File: src/rtl/debounce_pkg.sv
// Shared definitions for pin-input conditioning blocks: debounce FSM state
// encodings and clock-related constants.
package debounce_pkg;

    // System clock driving the input blocks.
    localparam int CLK_FREQ_HZ = 12_000_000;

    // 20 ms of stability at CLK_FREQ_HZ.
    localparam int DEFAULT_STABLE_CYCLES = 240_000;

    // Encoding keeps bit 1 equal to the accepted level while idle.
    typedef enum logic [1:0] {
        IDLE_LOW  = 2'b00,
        WAIT_HIGH = 2'b01,
        IDLE_HIGH = 2'b11,
        WAIT_LOW  = 2'b10
    } db_state_t;

    // Converts a debounce time in milliseconds into clock cycles.
    function automatic int ms_to_cycles(input int ms);
        return (CLK_FREQ_HZ / 1000) * ms;
    endfunction

endpackage

File: src/rtl/sincronizador_2ff.sv
// Two-flop synchronizer for an asynchronous pin. RST_VAL is the level the
// flops hold in reset, normally the pin's idle level so release is quiet.
module sincronizador_2ff #(
    parameter logic RST_VAL = 1'b0
) (
    input  logic clk,
    input  logic reset,
    input  logic d,
    output logic q
);

    logic meta;

    // Shift the pin through two flops to settle metastability.
    always_ff @(posedge clk or negedge reset) begin
        if (!reset) begin
            meta <= RST_VAL;
            q    <= RST_VAL;
        end else begin
            meta <= d;
            q    <= meta;
        end
    end

endmodule

File: src/rtl/boton_antirrebote.sv
// Push-button debouncer: synchronizes the raw pin, requires STABLE_CYCLES
// consecutive samples of a new level before accepting it, and emits the
// clean level w plus one-cycle rise/fall strobes, all straight from flops.
module boton_antirrebote
    import debounce_pkg::*;
#(
    parameter int STABLE_CYCLES  = DEFAULT_STABLE_CYCLES,
    parameter bit BTN_ACTIVE_LOW = 1'b1
) (
    input  logic clk,
    input  logic reset,
    input  logic btn_raw,
    output logic w,
    output logic w_rise,
    output logic w_fall
);

    localparam int CW = $clog2(STABLE_CYCLES);
    localparam logic [CW-1:0] CNT_LAST = CW'(STABLE_CYCLES - 1);

    db_state_t     state;
    logic [CW-1:0] cnt;
    logic          sync_q;
    logic          s;

    // Flops reset to the released pin level so leaving reset never looks
    // like a press.
    sincronizador_2ff #(
        .RST_VAL (BTN_ACTIVE_LOW)
    ) u_sync (
        .clk   (clk),
        .reset (reset),
        .d     (btn_raw),
        .q     (sync_q)
    );

    // Normalize to 1 = pressed.
    assign s = BTN_ACTIVE_LOW ? ~sync_q : sync_q;

    // Debounce FSM: any disagreement during a wait falls back to the idle
    // state, so the count always restarts from zero on a bounce.
    always_ff @(posedge clk or negedge reset) begin
        if (!reset) begin
            state  <= IDLE_LOW;
            cnt    <= '0;
            w      <= 1'b0;
            w_rise <= 1'b0;
            w_fall <= 1'b0;
        end else begin
            w_rise <= 1'b0;
            w_fall <= 1'b0;
            unique case (state)
                IDLE_LOW: begin
                    cnt <= '0;
                    if (s) state <= WAIT_HIGH;
                end
                WAIT_HIGH: begin
                    if (!s) begin
                        state <= IDLE_LOW;
                        cnt   <= '0;
                    end else if (cnt == CNT_LAST) begin
                        state  <= IDLE_HIGH;
                        cnt    <= '0;
                        w      <= 1'b1;
                        w_rise <= 1'b1;
                    end else begin
                        cnt <= cnt + 1'b1;
                    end
                end
                IDLE_HIGH: begin
                    cnt <= '0;
                    if (!s) state <= WAIT_LOW;
                end
                WAIT_LOW: begin
                    if (s) begin
                        state <= IDLE_HIGH;
                        cnt   <= '0;
                    end else if (cnt == CNT_LAST) begin
                        state  <= IDLE_LOW;
                        cnt    <= '0;
                        w      <= 1'b0;
                        w_fall <= 1'b1;
                    end else begin
                        cnt <= cnt + 1'b1;
                    end
                end
                default: begin
                    state <= IDLE_LOW;
                    cnt   <= '0;
                end
            endcase
        end
    end

endmodule

File: config.mk
export PLATFORM = sky130hd
export DESIGN_NAME = boton_antirrebote
export DESIGN_NICKNAME = d
export VERILOG_FILES = /design/src/rtl/debounce_pkg.sv /design/src/rtl/sincronizador_2ff.sv /design/src/rtl/boton_antirrebote.sv
export SDC_FILE = /design/constraint.sdc
export NUM_CORES = 1
export LEC_CHECK = 0
export ABC_CLOCK_PERIOD_IN_PS = 3400
export BUFFER_PORTS_ARGS = -buffer_cell sky130_fd_sc_hd__buf_2
export CORE_MARGIN = 3
export CORE_UTILIZATION = 30
export DETAILED_ROUTE_END_ITERATION = 8
export GPL_ROUTABILITY_DRIVEN = 0
export SYNTH_ARGS = -nofsm -noshare
export SYNTH_HDL_FRONTEND = slang
export SYNTH_HIERARCHICAL = 1
export SYNTH_SLANG_ARGS = --single-unit
File: constraint.sdc
create_clock -name clk -period 3.4 [get_ports clk]
set_input_delay 0.34 -clock clk [delete_from_list [all_inputs] [get_ports clk]]
set_output_delay 0.34 -clock clk [all_outputs]
set_load 0.05 [all_outputs]
==> Word-level counts from Yosys, hierarchy flattened <==
Cells that the tools add are included.
W data, S select, Z words.
{ "word_totals": {"ff_bits": 25, "inputBits": 3, "out_inout_bits": 3} }
{ "classes": {"eq_ne": 12, "n_reduce_logical": 5, "addsub": 1, "muxes": 21} }
{ "ops": {"columns": ["cell", "count"], "rows": [
  ["$mux W18", 3],
  ["$pmux W18 S3", 1],
  ["$add A18 B1 Y18 const B", 1],
  ["$eq A18 B18 Y1 const B", 1],
  ["$mux W2", 6],
  ["$mux W1", 9],
  ["$ne A2 B2 Y1 const B", 4],
  ["$pmux W2 S4", 1],
  ["$reduce_and A5 Y1", 1],
  ["$eq A2 B2 Y1 const B", 2],
  ["$ne A2 B1 Y1 const B", 2],
  ["$reduce_and A4 Y1", 1],
  ["$ne A3 B2 Y1 const B", 1],
  ["$ne A3 B3 Y1 const B", 1],
  ["$eq A2 B1 Y1 const B", 1],
  ["$logic_not A2 Y1", 1],
  ["$pmux W1 S2", 1],
  ["$reduce_bool A2 Y1", 1],
  ["$reduce_or A2 Y1", 1]
]} }

==> Logic depth before layout (Yosys ltp) <==
{ "logic_depth": {"word_depth": 4, "depth_mapped": 7, "mapped_depth_nobuf": 6} }

==> Cells and area by module <==
Netlist, hierarchy kept.
{ "by_module_without_submodules": {"columns": ["mod", "area_each_um2", "n_inst", "cells_each"], "rows": [
  ["boton_antirrebote", 1164.9, 1, 115],
  ["sincronizador_2ff", 52.6, 1, 2]
]} }

==> Worst setup path before layout <==
Ideal clock, no wire load.
{ "synth_path": {"kind": "register to register", "start": "reg cnt[9]", "end": "reg state[1]", "t_arrival_ps": 2016, "slack_ps": 1256, "period_less_slack_ps": 2144, "n_path_buf": 0, "path_stages_with_launch": 6, "cell_sequence": "dfrtp_1 or4b_1 nor4_2 nand4b_2 a221oi_2 mux2_1"} }
{ "synth_between": {"elab_chain_len": 3} }
{ "synth_rtl": {"columns": ["element", "line", "text"], "rows": [
  ["start: declaration", "boton_antirrebote.sv:22", "logic [CW-1:0] cnt;"],
  ["start signal: assignment", "boton_antirrebote.sv:67", "cnt <= cnt + 1'b1;"],
  ["start signal: assignment", "boton_antirrebote.sv:84", "cnt <= cnt + 1'b1;"],
  ["$eq A18 B18 Y1 *", "boton_antirrebote.sv:61, boton_antirrebote.sv:78", null],
  ["$ne A3 B2 Y1 (no line) / $ne A3 B3 Y1 (equally long branches)", null, null],
  ["$reduce_and A4 Y1 (no line) *", null, null],
  ["end signal: assignment", "boton_antirrebote.sv:59", "state <= IDLE_LOW;"],
  ["end signal: assignment", "boton_antirrebote.sv:62", "state <= IDLE_HIGH;"],
  ["end signal: assignment", "boton_antirrebote.sv:79", "state <= IDLE_LOW;"],
  ["end: declaration", "boton_antirrebote.sv:21", "db_state_t state;"]
]} }
Every way passes the cells marked *; elsewhere a longest branch is shown, timed or not.
A chain may end at the register's enable or synchronous reset.

==> Worst setup path in the final report <==
Same ends and word-level chain as after synthesis.

==> reports/metrics.csv <==
stage,metric,value,unit
run_status,status,finished clean,
routing,DR vias,826,
routing,total length of routed wires,2240,µm
power_and_ir_drop,reported net switching power,216,µW
grt,first-pass GRT wire length,4040,µm
worst_setup_path,CP Data Arrival Time,2.46,ns
worst_setup_path,Critical Path Start Type,flop,
sta,TNS Setup,0,ns
grt,pin count of the biggest net entering global routing,26,
floorplan,floorplan die width,69.7,µm
yosys,Syn Nets,126,
floorplan,Ports,6,
worst_hold_path,hold crit path type,in -> async,
clock_tree,cts bufs inserted,3,
placement,Detail Placement HPWL,1620,µm
clock_tree,# Post-CTS Setup Buffers,0,
worst_setup_path,Crit path required time,3.57,ns
worst_setup_path,path type of the worst setup path,reg -> reg,
flow_run,max-cap viol count,0,
worst_setup_path,crit-path cells,or4b_1 > nor4_2 > nand4b_2 > a221oi_2 > mux2_1,
floorplan,FP Rows,22,
finish,share of cells above drive strength 1,11.2,%
finish,net total in the final layout,135,
clock_tree,clock transition at the register clock pins on the worst setup and hold paths after CTS,0.10,ns
yosys,synthesized area per cell,10.4,µm²
sta,final count of pins violating max slew,0,
worst_setup_path,CP Buf/Inv Count,0,
worst_setup_path,destination of the critical timing path,state[1],
placement,number of buffers inserted by port buffering,5,
power_and_ir_drop,internal power,458,µW
yosys,count of yosys warnings during synthesis,6,
worst_setup_path,"CP delay by family, top",simple AND/OR/NAND/NOR gates,
worst_setup_path,largest fanout of any net on the critical path,7,
sta,hold violation total from the final report,0,
worst_setup_path,Crit Reg-Reg Startpoint,cnt[9],
worst_setup_path,number of gates on the worst path with buffers counted,5,
floorplan,effective utilization at floorplan,32.0,%
grt,residual overflow from global routing,0,
finish,count of inserted antenna diode cells,0,
power_and_ir_drop,register share of total power,49.9,%
yosys,number of standard cells after synthesis,117,
worst_setup_path,terminus of the critical flop-to-flop path,state[1],
sta,shortest clock period the worst path allows after layout,2.29,ns
power_and_ir_drop,power share of the clock group,26.9,%
power_and_ir_drop,reported leakage power,0.000606,µW
sta,relative slew slack,63.3,%
grt,number of antenna violations at the first check in global routing,0,
worst_setup_path,setup slack on the worst flop-to-flop path,1.11,ns
sta,"Setup violations, final",0,
sta,highest clock rate,436,MHz
yosys,Synth async-reset ratio,100,%
yosys,cell area after synthesis,1220,µm²
worst_setup_path,cell count of the worst reg-to-reg path,5,
sta,transition time of the tightest slew-check pin,0.551,ns
worst_setup_path,kind of capture point of the worst setup path,flop,
finish,Syn-to-layout area delta,10.6,%
clock_tree,TritonCTS clock tree,yes,
routing,average detailed-routed wire length per instance,13.0,µm
routing,drt pass-1 iters,4,
finish,"commonest cells after routing, fill and taps aside","sky130_fd_sc_hd__nor2_1 (23), sky130_fd_sc_hd__dfrtp_1 (23), sky130_fd_sc_hd__nand2_1 (14)",
placement,post-place setup slack,1.12,ns
worst_setup_path,largest incremental delay on the critical path,0.54,ns
yosys,sequential fraction of the synthesis area,51.6,%
worst_setup_path,startpoint of the worst setup timing path,cnt[9],
clock_tree,maximum buffer depth of the clock tree,2,
sta,setup ws final,1.11,ns
power_and_ir_drop,part of the power in combinational logic,23.3,%
routing,first-iteration detailed-routing DRC count,70,
power_and_ir_drop,worst vdd rail ir drop,277,µV
routing,number of nets with antenna violations after detailed routing,0,
routing,number of vias per cell,4.77,
sta,setup repair after global routing missed its margin,no,
yosys,number of distinct library cells after synthesis,26,
power_and_ir_drop,switching fraction of total power,32.0,%
clock_tree,worst skew pair latency,0.27,ns
grt,aggregate global-route resource usage,10.2,%
yosys,flip-flop and latch count after synthesis,25,
floorplan,Die Y-Extent,69.7,µm
clock_tree,maximum level of the CTS H-tree,1,
sta,hold slack,0.0372,ns
grt,vias in the first global route,846,
clock_tree,sink count of the clock tree,25,
clock_tree,CTS Hold Bufs,0,
clock_tree,clk root buf,sky130_fd_sc_hd__clkbuf_8,
yosys,commonest register cell after synthesis,sky130_fd_sc_hd__dfrtp_1,
sta,"Period Utilization, post-route",67.4,%
floorplan,Floorplan Core Area,3800,µm²
worst_setup_path,slowest cell on the critical path,sky130_fd_sc_hd__or4b_1,
power_and_ir_drop,cell area power density,501,nW/µm²
yosys,number of enable flip-flop cells after synthesis,0,
clock_tree,post-CTS resize count,0,
floorplan,Die Area,4860,µm²
routing,total DRC errors in the routed layout,0,
sta,worst clock skew,0.00988,ns
[worst min-delay path by stage]
stage | start | end | slack [ns] | cells after the start
floorplan | reset | cnt[0] | 0.04 | 0
global placement | u_sync/meta | u_sync/q | 0.35 | 0
detailed placement | u_sync/meta | u_sync/q | 0.35 | 0
CTS | reset | cnt[3] | 0.06 | 1
global route | reset | cnt[5] | 0.08 | 1
finish | reset | cnt[5] | 0.04 | 1
[power by group through the flow]
stage               Sequential (µW)  Clock (µW)  Combinational, µW
global route                    339         201                184
CTS                             336         187                159
detailed placement              342           0                157
global placement                339           0                146
finish                          336         181                157
floorplan                       337           0                118
[Yosys cell counts, types with 2 or more instances]
cell type	count	share of area [%]
sky130_fd_sc_hd__dfrtp_1	23	47
sky130_fd_sc_hd__nand3_1	5	2.1
sky130_fd_sc_hd__dfstp_2	2	4.3
sky130_fd_sc_hd__and4_1	3	2.2
sky130_fd_sc_hd__xor2_1	11	7.9
sky130_fd_sc_hd__and3_1	3	1.5
sky130_fd_sc_hd__nand4_1	3	1.5
sky130_fd_sc_hd__xnor2_1	5	3.6
sky130_fd_sc_hd__ha_1	6	6.2
sky130_fd_sc_hd__nand2_1	14	4.3
sky130_fd_sc_hd__a21oi_1	3	1.2
sky130_fd_sc_hd__inv_1	3	0.92
sky130_fd_sc_hd__nor2_1	23	7.1
[final cells by class]
| class | instances | area (µm²) |
|---|---|---|
| flip-flops and latches | 25 | 628 |
| well taps | 48 | 60.1 |
| inverters | 3 | 11.3 |
| clock buffers | 3 | 41.3 |
| multi-input cells | 88 | 573 |
| fillers | 398 | 2450 |
| repair buffers | 5 | 25.0 |
| clock inverters | 1 | 7.51 |
[state kept, by name (all words and copies together), names as in the netlist]
signal,cells
cnt,18
state,2
u_sync/meta,1
u_sync/q,1
w,1
w_fall,1
w_rise,1
[worst reg2reg max path, stage by stage (launching register included)]
cell and delay, ns:
sky130_fd_sc_hd__dfrtp_1 0.44, sky130_fd_sc_hd__or4b_1 0.55, sky130_fd_sc_hd__nor4_2 0.26, sky130_fd_sc_hd__nand4b_2 0.23, sky130_fd_sc_hd__a221oi_2 0.36, sky130_fd_sc_hd__mux2_1 0.35
[kinds of logic (layout without fill, tap and decap cells)]
| kind of cell | Yosys count | in the layout | share of synthesized area, % |
|---|---|---|---|
| flip-flops | 25 | 25 | 51.6 |
| XOR/XNOR | 16 | 16 | 11.5 |
| AO/OA/AOI/OAI | 7 | 7 | 4.21 |
| AND/OR/NAND/NOR | 57 | 57 | 23.4 |
| adder cells (fa/ha/maj) | 6 | 6 | 6.17 |
| multiplexers | 2 | 2 | 1.75 |
| buffers and inverters | 4 | 12 | 1.34 |
[per-stage QoR]
stage / utilization, % / instances / total power [µW] / area (µm²)
finish: 35.4 / 173 / 674 / 1350
global route: 35.4 / 173 / 724 / 1350
CTS: 35.4 / 173 / 682 / 1350
detailed placement: 34.2 / 169 / 499 / 1300
global placement: 34.2 / 169 / 485 / 1300
floorplan: - / 117 / 455 / 1220
[routing by layer]
layer | vias up | part of all wire (%) | GRT usage, % | wire, µm
met5 | - | 0 | 0 | 0
met4 | 0 | 0.45 | 2.55 | 10
met3 | 2 | 3.5 | 3.62 | 79
met2 | 8 | 46 | 14.8 | 1040
met1 | 404 | 50 | 14.5 | 1110
li1 | 412 | - | - | -
Note: power is estimated with default switching activity, not from simulation.
